File: config.mk
export PLATFORM = sky130hd
export DESIGN_NAME = dll_lock_ctrl
export DESIGN_NICKNAME = d
export VERILOG_FILES = /design/src/rtl/dll_ctrl_pkg.sv /design/src/rtl/dll_pd_filter.sv /design/src/rtl/dll_lock_ctrl.sv
export SDC_FILE = /design/constraint.sdc
export NUM_CORES = 1
export LEC_CHECK = 0
export ABC_CLOCK_PERIOD_IN_PS = 5150
export CORE_MARGIN = 1
export CORE_UTILIZATION = 55
export DETAILED_ROUTE_END_ITERATION = 16
export GPL_TIMING_DRIVEN = 0
export PLACE_DENSITY = 0.79
export SLEW_MARGIN = 40
export SYNTH_ARGS = -nofsm -noshare
export SYNTH_HDL_FRONTEND = slang
export SYNTH_SLANG_ARGS = --single-unit
File: constraint.sdc
create_clock -name i_clk -period 5.15 [get_ports i_clk]
set_input_delay 0.7725 -clock i_clk [delete_from_list [all_inputs] [get_ports i_clk]]
set_output_delay 0.7725 -clock i_clk [all_outputs]
set_load 0.02 [all_outputs]
File: src/rtl/dll_ctrl_pkg.sv
// Shared types and constants for the DLL lock controller.
package dll_ctrl_pkg;

  localparam int unsigned TAP_W = 8;
  localparam int unsigned CNT_W = 8;
  localparam int unsigned RUN_W = 4;
  localparam int unsigned PH_W  = 2;

  localparam logic [TAP_W-1:0] TAP_MAX = TAP_W'(255);

  // Slave phase encoding
  localparam logic [PH_W-1:0] PH_90  = 2'd0;
  localparam logic [PH_W-1:0] PH_180 = 2'd1;
  localparam logic [PH_W-1:0] PH_270 = 2'd2;
  localparam logic [PH_W-1:0] PH_360 = 2'd3;

  typedef enum logic [2:0] {
    IDLE   = 3'd0,
    SETTLE = 3'd1,
    SAMPLE = 3'd2,
    LOCKED = 3'd3,
    ERROR  = 3'd4
  } state_e;

  // Slave tap: (idx * (phase+1)) >> 2 from a 10-bit product, clamped to TAP_MAX.
  function automatic logic [TAP_W-1:0] slv_tap(input logic [TAP_W-1:0] idx,
                                               input logic [PH_W-1:0]  ph);
    logic [9:0] prod;
    logic [9:0] quot;
    prod = 10'(idx) * (10'(ph) + 10'd1);
    quot = 10'(prod >> 2);
    if (quot > 10'(TAP_MAX)) begin
      return TAP_MAX;
    end
    return quot[TAP_W-1:0];
  endfunction

endpackage

File: src/rtl/dll_pd_filter.sv
// Phase-detector synchronizer plus run-length filter producing tracking steps.
// The run-length counter is only built when DLL_TRACK_EN is defined.
module dll_pd_filter
  import dll_ctrl_pkg::*;
#(
  parameter int unsigned FILT_LEN = 4
) (
  input  logic clk_i,
  input  logic rst_ni,
  input  logic clr_i,
  input  logic smp_i,
  input  logic pd_early_i,
  output logic pd_s_o,
  output logic step_up_o,
  output logic step_dn_o
);

  logic pd_meta_q;
  logic pd_sync_q;

  // Two-flop synchronizer for the asynchronous detector output
  always_ff @(posedge clk_i or negedge rst_ni) begin
    if (!rst_ni) begin
      pd_meta_q <= 1'b0;
      pd_sync_q <= 1'b0;
    end else begin
      pd_meta_q <= pd_early_i;
      pd_sync_q <= pd_meta_q;
    end
  end

  assign pd_s_o = pd_sync_q;

`ifdef DLL_TRACK_EN
  localparam logic [RUN_W-1:0] RUN_TGT = RUN_W'(FILT_LEN);

  logic [RUN_W-1:0] run_q, run_d;
  logic             last_q, last_d;
  logic             up_q, up_d;
  logic             dn_q, dn_d;

  // Count consecutive identical samples; a full run emits one step pulse
  always_comb begin
    run_d  = run_q;
    last_d = last_q;
    up_d   = 1'b0;
    dn_d   = 1'b0;
    if (clr_i) begin
      run_d  = '0;
      last_d = 1'b0;
    end else if (smp_i) begin
      if ((run_q == '0) || (pd_sync_q != last_q)) begin
        run_d = RUN_W'(1);
      end else begin
        run_d = run_q + RUN_W'(1);
      end
      last_d = pd_sync_q;
      if (run_d == RUN_TGT) begin
        run_d = '0;
        up_d  = pd_sync_q;
        dn_d  = ~pd_sync_q;
      end
    end
  end

  // Filter state registers
  always_ff @(posedge clk_i or negedge rst_ni) begin
    if (!rst_ni) begin
      run_q  <= '0;
      last_q <= 1'b0;
      up_q   <= 1'b0;
      dn_q   <= 1'b0;
    end else begin
      run_q  <= run_d;
      last_q <= last_d;
      up_q   <= up_d;
      dn_q   <= dn_d;
    end
  end

  assign step_up_o = up_q;
  assign step_dn_o = dn_q;
`else
  logic unused_trk;
  assign unused_trk = ^{clr_i, smp_i, RUN_W'(FILT_LEN)};
  assign step_up_o  = 1'b0;
  assign step_dn_o  = 1'b0;
`endif

endmodule

File: src/rtl/dll_lock_ctrl.sv
// DLL calibration/lock controller: sweeps the master tap until the phase
// detector reports one period of delay, holds it, and derives the slave tap.
// Post-lock drift tracking is built only when DLL_TRACK_EN is defined.
module dll_lock_ctrl
  import dll_ctrl_pkg::*;
#(
  parameter int unsigned SETTLE_CYC = 8,
  parameter int unsigned FILT_LEN   = 4,
  parameter int unsigned MIN_SEL    = 1
) (
  input  logic             i_clk,
  input  logic             i_rst_n,
  input  logic             i_en,
  input  logic             i_start,
  input  logic             i_pd_early,
  input  logic [PH_W-1:0]  i_phase,
  output logic [TAP_W-1:0] o_mst_sel,
  output logic [TAP_W-1:0] o_slv_sel,
  output logic             o_busy,
  output logic             o_locked,
  output logic             o_err
);

  localparam logic [TAP_W-1:0] MIN_TAP     = TAP_W'(MIN_SEL);
  localparam logic [CNT_W-1:0] SETTLE_LAST = CNT_W'(SETTLE_CYC - 1);

  state_e           state_q, state_d;
  logic [TAP_W-1:0] idx_q, idx_d;
  logic [CNT_W-1:0] cnt_q, cnt_d;
  logic [TAP_W-1:0] slv_q, slv_d;
  logic             busy_q, busy_d;
  logic             locked_q, locked_d;
  logic             err_q, err_d;

  logic pd_s;
  logic step_up;
  logic step_dn;
  logic trk_smp_c;
  logic trk_clr_c;

`ifdef DLL_TRACK_EN
  assign trk_smp_c = (state_q == LOCKED) && (cnt_q == SETTLE_LAST);
  assign trk_clr_c = (state_q != LOCKED) || !i_en;
`else
  logic unused_steps;
  assign unused_steps = step_up ^ step_dn;
  assign trk_smp_c    = 1'b0;
  assign trk_clr_c    = 1'b1;
`endif

  dll_pd_filter #(
    .FILT_LEN (FILT_LEN)
  ) u_pd_filter (
    .clk_i      (i_clk),
    .rst_ni     (i_rst_n),
    .clr_i      (trk_clr_c),
    .smp_i      (trk_smp_c),
    .pd_early_i (i_pd_early),
    .pd_s_o     (pd_s),
    .step_up_o  (step_up),
    .step_dn_o  (step_dn)
  );

  // Next-state, tap index and output decode
  always_comb begin
    state_d = state_q;
    idx_d   = idx_q;
    cnt_d   = cnt_q;

    unique case (state_q)
      IDLE: begin
        if (i_start) begin
          state_d = SETTLE;
          idx_d   = MIN_TAP;
          cnt_d   = '0;
        end
      end
      SETTLE: begin
        if (cnt_q == SETTLE_LAST) begin
          state_d = SAMPLE;
          cnt_d   = '0;
        end else begin
          cnt_d = cnt_q + CNT_W'(1);
        end
      end
      SAMPLE: begin
        cnt_d = '0;
        if (!pd_s) begin
          state_d = LOCKED;
        end else if (idx_q != TAP_MAX) begin
          state_d = SETTLE;
          idx_d   = idx_q + TAP_W'(1);
        end else begin
          state_d = ERROR;
        end
      end
      LOCKED: begin
        if (i_start) begin
          state_d = SETTLE;
          idx_d   = MIN_TAP;
          cnt_d   = '0;
        end else begin
`ifdef DLL_TRACK_EN
          cnt_d = (cnt_q == SETTLE_LAST) ? '0 : cnt_q + CNT_W'(1);
          if (step_up) begin
            if (idx_q == TAP_MAX) begin
              state_d = ERROR;
            end else begin
              idx_d = idx_q + TAP_W'(1);
            end
          end else if (step_dn && (idx_q > MIN_TAP)) begin
            idx_d = idx_q - TAP_W'(1);
          end
`endif
        end
      end
      ERROR: begin
        if (i_start) begin
          state_d = SETTLE;
          idx_d   = MIN_TAP;
          cnt_d   = '0;
        end
      end
      default: begin
        state_d = IDLE;
        idx_d   = MIN_TAP;
        cnt_d   = '0;
      end
    endcase

    // Enable low overrides everything, including a start request
    if (!i_en) begin
      state_d = IDLE;
      idx_d   = MIN_TAP;
      cnt_d   = '0;
    end

    busy_d   = (state_d == SETTLE) || (state_d == SAMPLE);
    locked_d = (state_d == LOCKED);
    err_d    = (state_d == ERROR);
    slv_d    = (locked_d || err_d) ? slv_tap(idx_d, i_phase) : '0;
  end

  // State and registered outputs
  always_ff @(posedge i_clk or negedge i_rst_n) begin
    if (!i_rst_n) begin
      state_q  <= IDLE;
      idx_q    <= MIN_TAP;
      cnt_q    <= '0;
      slv_q    <= '0;
      busy_q   <= 1'b0;
      locked_q <= 1'b0;
      err_q    <= 1'b0;
    end else begin
      state_q  <= state_d;
      idx_q    <= idx_d;
      cnt_q    <= cnt_d;
      slv_q    <= slv_d;
      busy_q   <= busy_d;
      locked_q <= locked_d;
      err_q    <= err_d;
    end
  end

  assign o_mst_sel = idx_q;
  assign o_slv_sel = slv_q;
  assign o_busy    = busy_q;
  assign o_locked  = locked_q;
  assign o_err     = err_q;

endmodule

==> qor.csv <==
metric,value,unit
Max clock buf depth,2,
first-pass GRT wire length,7700,um
Ys Warns,0,
netlist area before placement,0.002100,sq mm
Final Hold Fails,0,
"EDFF count, synth",0,
Power Density,197.8,mW/mm^2
TritonCTS Buffers,5,
worst path cell trace,clkdlybuf4s50_1 -> nand2_1 -> a21oi_1 -> o21ai_0 -> o211ai_1 -> nand2_1 -> fa_1 -> inv_1 -> ha_1 -> fa_1 -> a21o_1 -> a21oi_1 -> o21bai_1 -> a21oi_1 -> xor2_1 -> nor2_1,
status,"finished, final reports clean",
PortBufs,25,
Crit Path Category,in -> reg,
share of cells above drive strength 1,6.489,%
crit path DAT,4.73,ns
Area growth syn-to-layout,20.38,%
ANT cells,0,
clk_skew,0.006592,ns
"commonest non-fill, non-tap cells in the layout","31 x dfrtp_1, 26 x nand2_1, 24 x clkdlybuf4s50_1, 18 x inv_1, 18 x nor2_1",
vias,1756,
DIE AREA,0.004069,sq mm
Tmin final,4.559,ns
relative slew slack,56.45,%
cts repair resizes,0,
Placed Area,0.002432,sq mm
GR Overflow Total,0,
# IOs,26,
syn_area_per_cell,9.208,sq um
Die Y,63.79,um
Hold Crit Class,reg -> reg,
pin count of the biggest net entering global routing,21,
Hold Crit Depth,0,
CP max FO,7,
initial antenna violation count,0,
row count,22,
ys async rst share,100.0,%
Worst VDD drop,0.1434,mV
Hold Buf Count CTS,0,
root buf cell,clkbuf_8,
drt initial violations,88,
Residual DRC,0,
Gate Count Post-Synth,228,
TritonCTS clock tree,done,
Setup TNS Final,0,ns
ANT nets after route,0,
final net count,286,
"Setup violations, final",0,
vias in the first global route,1747,
total power,0.4999,mW
clock slew seen by the registers of the worst setup and hold paths,0.07,ns
Leakage,1.113,nW
Critical Path Start Type,input pin,
Chip Width,63.79,um
worst r2r path cells,16,
period utilization,88.53,%
"commonest non-fill, non-tap cell in the layout",dfrtp_1,
worst skew pair latency,0.29,ns
Hold WS,0.3527,ns
Critical Path RT,5.32,ns
RD Place Congestion,0.8955,
Syn Nets,253,
CP max stage cell,clkdlybuf4s50_1,
fmax,219.3,MHz
ys flop type,dfrtp_1,
Worst-Margin Slew,0.6493,ns
number of library cell types mapped by synthesis,49,
H-tree depth,2,
register bit total from synthesis,32,
post-synth top area cell,dfrtp_1,
max-slew violations,0,
Worst Setup End Kind,flop,
WL final,4258,um
Synth top area share,36.95,%
Area contributors post-synth,"dfrtp_1 37%, fa_1 6.7%, ha_1 6.6%",
max cap viols,0,
"Setup Fix Bufs, Post-CTS",0,
core area,0.003661,sq mm
RSZ-0062 raised after global routing,false,
crit-path max cell delay,0.61,ns
hpwl dp,3177,um
Starting Density,57.35,%
vias per std cell,5.665,
TritonRoute pass-1 iters,4,
sequential area share after synthesis,38.20,%
"Top cell by count, worst path",a21oi_1,
clock sinks,32,
WL/cell,13.74,um
gr usage total,24.48,%
fin area,0.002527,sq mm
where the power goes:
part / internal, mW / leakage [nW] / switching [mW] / total, mW
Sequential: 0.254 / 0.436 / 0.00192 / 0.256
Clock: 0.109 / 0.0455 / 0.0930 / 0.202
Combinational: 0.0164 / 0.631 / 0.0255 / 0.0419
Total: 0.380 / 1.11 / 0.120 / 0.500
per-stage QoR:
step	utilization [%]	instances	setup slack, ns
floorplan	-	228	1.136
global placement	65.82	301	0.3834
detailed placement	66.44	302	0.2871
CTS	68.90	310	0.5681
global route	69.04	310	0.2156
finish	69.04	310	0.5906
cells by family after synthesis:
logic type	count (synthesis)	synth area share, %
simple gates	94	23.42
compound gates	52	16.75
flops	32	38.20
buf+inv	24	4.350
fa+ha+maj	18	13.23
xor+xnor	7	3.576
mux	1	0.4768
critical path: cells and delay by family:
kind	cells	cell delay (ns)
adder cells (fa/ha/maj)	3	1.16
XOR/XNOR	1	0.16
AND/OR/NAND/NOR	3	0.27
AO/OA/AOI/OAI	7	1.71
buffers and inverters	2	0.65
registers in the layout (all words and copies together) (netlist names):
register,flops
state_q,3
o_slv_sel,8
o_locked,1
o_busy,1
u_pd_filter.pd_meta_q,1
u_pd_filter.pd_s_o,1
cnt_q,8
o_mst_sel,8
o_err,1
synthesized netlist by cell type, types with 4 or more instances:
cell,count
a211oi_1,4
a21oi_1,10
and3_1,7
clkbuf_1,4
dfrtp_1,31
fa_1,7
ha_1,11
inv_1,18
nand2_1,26
nand2b_1,8
nand3_1,9
nor2_1,18
nor2b_1,5
nor3_1,5
o21ai_0,16
o31ai_1,4
area by class of cell:
cell class                 instances  area [sq um]
timing repair buffer              26         272.8
multi-input combinational        172          1211
tap                               48         60.06
sequential                        32         802.0
buffer                             6         23.77
clock buffer                       8         90.09
fill                             289          1134
inverter                          18         67.56
final timing paths:
kind / startpoint / end / slack (ns)
worst max-delay path: i_start / o_slv_sel[6] / 0.59
worst min-delay path: u_pd_filter.pd_meta_q / u_pd_filter.pd_s_o / 0.35
worst max register to register: o_mst_sel[0] / o_slv_sel[7] / 0.63
worst min register to register: u_pd_filter.pd_meta_q / u_pd_filter.pd_s_o / 0.35
max in group asynchronous: i_rst_n / o_mst_sel[0] / 4.28
min in group asynchronous: i_rst_n / state_q[1] / 0.38
routing by layer:
metal  share of wire (%)  global-route usage [%]  wire length, um
met1                  47                   31.62             1985
met2                  48                   40.29             2062
met3                 3.5                   5.179              148
met4                 1.4                   9.091               61
met5                   0                       0                0
Note: power is estimated with default switching activity, not from simulation.
